### config.mk
export PLATFORM = sky130hd
export DESIGN_NAME = rx_serial_uc
export DESIGN_NICKNAME = d
export VERILOG_FILES = /design/src/rtl/rx_serial_uc.sv
export SDC_FILE = /design/constraint.sdc
export NUM_CORES = 1
export LEC_CHECK = 0
export CORE_AREA = 3 3 40 42
export DETAILED_ROUTE_END_ITERATION = 8
export DIE_AREA = 0 0 43 45
export PLACE_DENSITY = 0.66
export SLEW_MARGIN = 20
export SYNTH_ARGS = -nofsm -noshare
export SYNTH_HDL_FRONTEND = slang
export SYNTH_SLANG_ARGS = --single-unit
### constraint.sdc
create_clock -name clock -period 1.4 [get_ports clock]
set_clock_uncertainty 0.1 [all_clocks]
set_input_delay 0.14 -clock clock [delete_from_list [all_inputs] [get_ports clock]]
set_output_delay 0.14 -clock clock [all_outputs]
set_load 0.005 [all_outputs]
### src/rtl/rx_serial_uc.sv
// ----------------------------------------------------------------------------
// rx_serial_uc -- control unit for the UART receive datapath (rx_serial_dp).
//
// Detects the start bit and rejects short low glitches. It then steps the
// datapath through the data, optional parity and stop slots, and raises a
// one-cycle 'pronto' pulse for each received frame. It also keeps the
// data-available, parity, framing and overrun flags.
//
// Build option:
//   RX_PARITY_EN  defined   -> parity slot received (PARIDADE state),
//                              erro_paridade updated at frame end.
//                 undefined -> no parity slot; registra_parity and
//                              erro_paridade tied to 0; code 4 unused.
//
// Ports:
//   clock             system clock
//   reset             asynchronous active-low reset
//   rxd               serial line, already synchronized to clock
//   counter_half      datapath tick counter at mid-bit
//   counter_finished  datapath tick counter at last cycle of a bit slot
//   receive_finished  datapath bit counter at last data bit
//   s_parity_check    registered parity result (1 = ok)
//   recebe            consumer acknowledge, clears tem_dado
//   zera              clear datapath counters/registers
//   conta_tick        enable datapath tick counter
//   desloca           shift the sampled bit into the data shift register
//   registra_parity   load the parity-check register
//   registra_dados    load the output data register
//   pronto            one-cycle frame-done pulse
//   tem_dado          unread data held
//   erro_paridade     last frame had a parity error
//   erro_stop         last frame had a framing (stop bit) error
//   erro_overrun      last frame completed while tem_dado was still set
//   db_estado         current state code
// ----------------------------------------------------------------------------
module rx_serial_uc (
    input  logic       clock,
    input  logic       reset,
    input  logic       rxd,
    input  logic       counter_half,
    input  logic       counter_finished,
    input  logic       receive_finished,
    input  logic       s_parity_check,
    input  logic       recebe,
    output logic       zera,
    output logic       conta_tick,
    output logic       desloca,
    output logic       registra_parity,
    output logic       registra_dados,
    output logic       pronto,
    output logic       tem_dado,
    output logic       erro_paridade,
    output logic       erro_stop,
    output logic       erro_overrun,
    output logic [3:0] db_estado
);

    typedef enum logic [3:0] {
        INICIAL  = 4'd0,
        ESPERA   = 4'd1,
        START    = 4'd2,
        DADOS    = 4'd3,
        PARIDADE = 4'd4,
        STOP     = 4'd5,
        FIM      = 4'd6
    } state_t;

    state_t state_r;
    state_t state_nxt_s;

    logic zera_s;
    logic conta_tick_s;
    logic desloca_s;
    logic registra_parity_s;
    logic registra_dados_s;
    logic pronto_s;

    logic stop_err_r;
    logic tem_dado_r;
    logic erro_stop_r;
    logic erro_overrun_r;

    // State register.
    always_ff @(posedge clock or negedge reset) begin
        if (!reset) begin
            state_r <= INICIAL;
        end else begin
            state_r <= state_nxt_s;
        end
    end

    // Next-state logic, Moore outputs and the Mealy datapath enables.
    always_comb begin
        state_nxt_s       = state_r;
        zera_s            = 1'b0;
        conta_tick_s      = 1'b0;
        desloca_s         = 1'b0;
        registra_parity_s = 1'b0;
        registra_dados_s  = 1'b0;
        pronto_s          = 1'b0;
        case (state_r)
            INICIAL: begin
                zera_s      = 1'b1;
                state_nxt_s = ESPERA;
            end
            ESPERA: begin
                zera_s = 1'b1;
                if (!rxd) begin
                    state_nxt_s = START;
                end else begin
                    state_nxt_s = ESPERA;
                end
            end
            START: begin
                conta_tick_s = 1'b1;
                // Line back high by mid-bit: it was a glitch, not a start bit.
                if (counter_half && rxd) begin
                    state_nxt_s = ESPERA;
                end else if (counter_finished) begin
                    state_nxt_s = DADOS;
                end else begin
                    state_nxt_s = START;
                end
            end
            DADOS: begin
                conta_tick_s = 1'b1;
                if (counter_finished) begin
                    desloca_s = 1'b1;
                    if (receive_finished) begin
`ifdef RX_PARITY_EN
                        state_nxt_s = PARIDADE;
`else
                        state_nxt_s = STOP;
`endif
                    end else begin
                        state_nxt_s = DADOS;
                    end
                end else begin
                    state_nxt_s = DADOS;
                end
            end
`ifdef RX_PARITY_EN
            PARIDADE: begin
                conta_tick_s = 1'b1;
                if (counter_finished) begin
                    registra_parity_s = 1'b1;
                    state_nxt_s       = STOP;
                end else begin
                    state_nxt_s = PARIDADE;
                end
            end
`endif
            STOP: begin
                conta_tick_s = 1'b1;
                // Leave at mid-bit so a start bit right after the stop bit
                // is already seen in ESPERA.
                if (counter_half) begin
                    registra_dados_s = 1'b1;
                    state_nxt_s      = FIM;
                end else begin
                    state_nxt_s = STOP;
                end
            end
            FIM: begin
                pronto_s    = 1'b1;
                state_nxt_s = ESPERA;
            end
            default: begin
                state_nxt_s = INICIAL;
            end
        endcase
    end

    // Stop-bit sample, taken at mid-bit of the stop slot.
    always_ff @(posedge clock or negedge reset) begin
        if (!reset) begin
            stop_err_r <= 1'b0;
        end else if ((state_r == STOP) && counter_half) begin
            stop_err_r <= ~rxd;
        end else begin
            stop_err_r <= stop_err_r;
        end
    end

    // Frame status flags; refreshed on the FIM exit edge. A set of tem_dado
    // in FIM wins over a simultaneous consumer acknowledge.
    always_ff @(posedge clock or negedge reset) begin
        if (!reset) begin
            tem_dado_r     <= 1'b0;
            erro_stop_r    <= 1'b0;
            erro_overrun_r <= 1'b0;
        end else if (state_r == FIM) begin
            tem_dado_r     <= 1'b1;
            erro_stop_r    <= stop_err_r;
            erro_overrun_r <= tem_dado_r;
        end else if (recebe) begin
            tem_dado_r     <= 1'b0;
        end else begin
            tem_dado_r     <= tem_dado_r;
        end
    end

`ifdef RX_PARITY_EN
    logic erro_paridade_r;

    // Parity error flag, refreshed on the FIM exit edge.
    always_ff @(posedge clock or negedge reset) begin
        if (!reset) begin
            erro_paridade_r <= 1'b0;
        end else if (state_r == FIM) begin
            erro_paridade_r <= ~s_parity_check;
        end else begin
            erro_paridade_r <= erro_paridade_r;
        end
    end

    assign registra_parity = registra_parity_s;
    assign erro_paridade   = erro_paridade_r;
`else
    logic unused_s;
    assign unused_s        = s_parity_check ^ registra_parity_s;
    assign registra_parity = 1'b0;
    assign erro_paridade   = 1'b0;
`endif

    assign zera           = zera_s;
    assign conta_tick     = conta_tick_s;
    assign desloca        = desloca_s;
    assign registra_dados = registra_dados_s;
    assign pronto         = pronto_s;
    assign tem_dado       = tem_dado_r;
    assign erro_stop      = erro_stop_r;
    assign erro_overrun   = erro_overrun_r;
    assign db_estado      = state_r;

endmodule

# Word level (Yosys, flattened, before mapping)
# Cells that the tools add are included.
dict set report word_totals {
  inputBits 8
  out_inout_bits 14
  reg_bits 8
}
dict set report classes {
  n_bitwise 1
  reduce_logical 7
  eq_ne 5
  mux 16
}
# operator count
set op_table {}
lappend op_table {{one-hot mux 4 bit (5 select lines)} 1}
lappend op_table {{two-way mux 1 bit} 10}
lappend op_table {{equality test 4 x 2 -> 1 bit (second input constant)} 2}
lappend op_table {{equality test 4 x 3 -> 1 bit (second input constant)} 2}
lappend op_table {{two-way mux 2 bit} 3}
lappend op_table {{equality test 4 x 1 -> 1 bit (second input constant)} 1}
lappend op_table {{logical NOT 4 bit} 1}
lappend op_table {{two-way mux 4 bit} 1}
lappend op_table {{OR reduction 2 bit} 2}
lappend op_table {{two-way mux 3 bit} 1}
lappend op_table {{OR reduction 3 bit} 1}
lappend op_table {{logical AND 1 bit} 2}
lappend op_table {{nonzero test 2 bit} 1}
lappend op_table {{inverter 1 bit} 1}

# Depth between registers and ports, before layout
dict set report depth {
  ltp_word 3
  mapped_depth 4
  ltp_nobuf 3
}

# Least setup slack after synthesis
# No wires, ideal clock.
dict set report synth_timing {
  path_type {reg-to-reg}
  from {register state_r[1] (netlist: db_estado[1])}
  to {register erro_stop_r (netlist: erro_stop)}
  n_path_buf 1
  setup_time_ns 0.125
  slack_ns 0.213
  arrival_time_ns 0.962
  stages_incl_launch_ff 4
  t_required_ns 1.175
  path_cell_list {dfrtp_1 buf_2 nand3b_2 mux2_2}
}
dict set report synth_via {
  elab_chain_cells 1
}
# item line
set synth_rtl {}
lappend synth_rtl {{start: declaration} 68} ;# state_t state_r;
lappend synth_rtl {{start signal: assignment} 88} ;# state_r <= state_nxt_s;
lappend synth_rtl {{equality test 4 x 3 -> 1 bit} 192} ;# end else if (state_r == FIM) begin
lappend synth_rtl {{end signal: assignment} 194} ;# erro_stop_r <= stop_err_r;
lappend synth_rtl {{end: declaration} 80} ;# logic erro_stop_r;
# No other way between the ends.
# A chain may end at the register's enable or synchronous reset.

# Worst setup path in the final report
dict set report layout_timing {
  from {register state_r[0] (netlist: db_estado[0])}
  to {output port registra_dados}
}
dict set report layout_via {
  elab_chain_cells 2
}
# item line
set layout_rtl {}
lappend layout_rtl {{equality test 4 x 3 -> 1 bit} 101} ;# case (state_r)
lappend layout_rtl {{two-way mux 1 bit} 101}
lappend layout_rtl {{end: declaration} 49} ;# output logic registra_dados,
# No other way between the ends.

==> metrics.txt <==
Buf/Inv on CP 4; Hold Path Class primary input to async pin; Cell Area, Synth 378 sq um; R2R Setup Slk 0 ns; pre-CTS worst setup slack -0.164 ns; final setup fails 1; Crit path top cell by count buf_6; crit-path cells buf_6 -> buf_6 -> nand4b_1 -> inv_1 -> buf_2; Final Cycle Share 101%; area grow syn2layout 91.1%; Final ANT Viol Nets 0; Crit path max-delay family flip-flops; synth warn 0; syn_area_per_cell 9.22 sq um; clk slew on worst S/H paths 0.05 ns; die footprint 1940 sq um; asr flop ratio synth 100%; core area 1280 sq um; post-route setup slack -0.0121 ns; most area-consuming cells after synthesis dfrtp_1 46%, buf_4 6.0%, nand2_1 5.0%; Die Y 45 microns; Slew Viols, Final 0; CTS sink count 7; DRT Wirelength 1020 microns; ys flop type dfrtp_1; Crit path largest cell delay 0.40 ns; Final Util 56.2%; Avg WL per Cell 11.3 microns; Fmax 708 MHz; CTS tree yes; failing checks negative setup slack; count of cell types in the netlist 21; initial antenna violation count 0; drt first-iter violations 0; setup TNS -0.0121 ns; Ports 22; PortBufs 17; DR DRC count 0; Post-synth top cells 7 x dfrtp_1, 5 x nand2_1; Max-Cap Viols 0; kind of critical path flip-flop to output pin; pin count of the biggest net entering global routing 8; minimum hold slack 0.0500 ns; slowest library cell on the worst path dfrtp_2; Detail Placement HPWL 707 microns; top-area cell type share of the netlist area 46.4%; Longest Clk Path Bufs 2; number of synthesized flops with an enable pin 0; Synth Instances 41; H-tree depth 1; P per Cell Area 1710 nW/um^2; number of global-route vias before repair 437; endpoints failing hold 0; Clk Latency, worst-skew pair 0.25 ns; Setup crit end kind output pin; synthesized flop and latch total 7; R2R depth 5; Total Nets Final 85; Initial Utilization 29.4%; Via density 4.51; Tot GR Track Use 12.1%; Pwr Total 1.23 mW; first-pass GRT wire length 1720 microns; CP Max Fanout 6; Vias 410; most common cell in the synthesized netlist dfrtp_1; Worst Setup Start Kind flip-flop; Tmin final 1.41 ns; Critical Path RT 1.16 ns; antenna cells 0; worst vdd ir 0.784 mV; Root Driver clkbuf_4; layout cells sized above 1 42.1%; Rows 13; drt first pass iters 1; Synth area leader dfrtp_1; Num CTS Buffers 3; WP depth 5; grt total ovfl 0; post-synthesis sequential area ratio 46.4%; RSZ-0062 raised after global routing true; GP Congestion 0.755; status finished, violations left; Leak Pwr 0.363 nW; Critical Path AT 1.17 ns; Die W 43 microns
## through the flow
stage               cells  cell area, sq um
floorplan              43               385
global placement       80               614
detailed placement     80               614
CTS                    89               711
global route           91               722
finish                 91               722
## metal layers
| layer | track usage (%) | part of all wire (%) | wire (microns) |
|---|---|---|---|
| met3 | 3.19 | 9.8 | 100 |
| met4 | 8.43 | 2.4 | 25 |
| met1 | 12.8 | 37 | 375 |
| met2 | 21.0 | 51 | 522 |
| met5 | 0 | 0 | 0 |
## sequential cells by signal (all words and copies together), names as in the netlist
| name | count |
|---|---|
| erro_stop | 1 |
| erro_overrun | 1 |
| stop_err_r | 1 |
| db_estado | 3 |
| tem_dado | 1 |
## cell type report
type	instances	area, sq um
multi-input cells	29	194
flip-flops and latches	7	176
clock buffers	4	26.3
fillers	125	563
well taps	15	18.8
inverters	3	11.3
repair buffers	33	295
## path summary, 6_finish.rpt
check,end,startpoint
worst max-delay path,registra_dados,db_estado[0]$_DFF_PN0_
worst min-delay path,erro_overrun$_DFFE_PN0P_,reset
worst max register to register,erro_stop$_DFFE_PN0P_,db_estado[2]$_DFF_PN0_
worst min register to register,erro_overrun$_DFFE_PN0P_,erro_overrun$_DFFE_PN0P_
max in group asynchronous,db_estado[0]$_DFF_PN0_,reset
min in group clock,tem_dado$_DFFE_PN0P_,recebe
## report_power, final
group	internal [mW]	switching, mW
clock network	0.109	0.0743
logic	0.462	0.274
registers	0.268	0.0460
## logic make-up (layout without fill, tap and decap cells)
family	after synthesis	after routing	synth area share (%)
flops	7	7	46.4
simple gates	16	16	23.5
mux	1	1	2.98
other cells	1	3	0.992
compound gates	9	9	15.9
buf+inv	7	40	10.3
## cells in the final DEF (no fill, tap or decap), types with 2 or more instances in the layout
| master | count |
|---|---|
| clkbuf_2 | 2 |
| clkdlybuf4s50_1 | 9 |
| nand3_1 | 3 |
| buf_4 | 9 |
| buf_6 | 8 |
| o21ai_0 | 3 |
| inv_1 | 3 |
| nand2_1 | 4 |
| conb_1 | 3 |
| nor2b_1 | 2 |
| dfrtp_1 | 6 |
| buf_2 | 2 |
| dlygate4sd2_1 | 2 |
| clkbuf_4 | 3 |
## timing repair
action | 4_1_cts | 5_1_grt
buffers inserted | 5 | 2
gates cloned | 0 | 0
hold buffers | 0 | 0
endpoints found under the setup margin | 8 | 7
pin swaps | 2 | 0
gates resized for setup | 33 | 4
(Power assumes the default switching activity.)
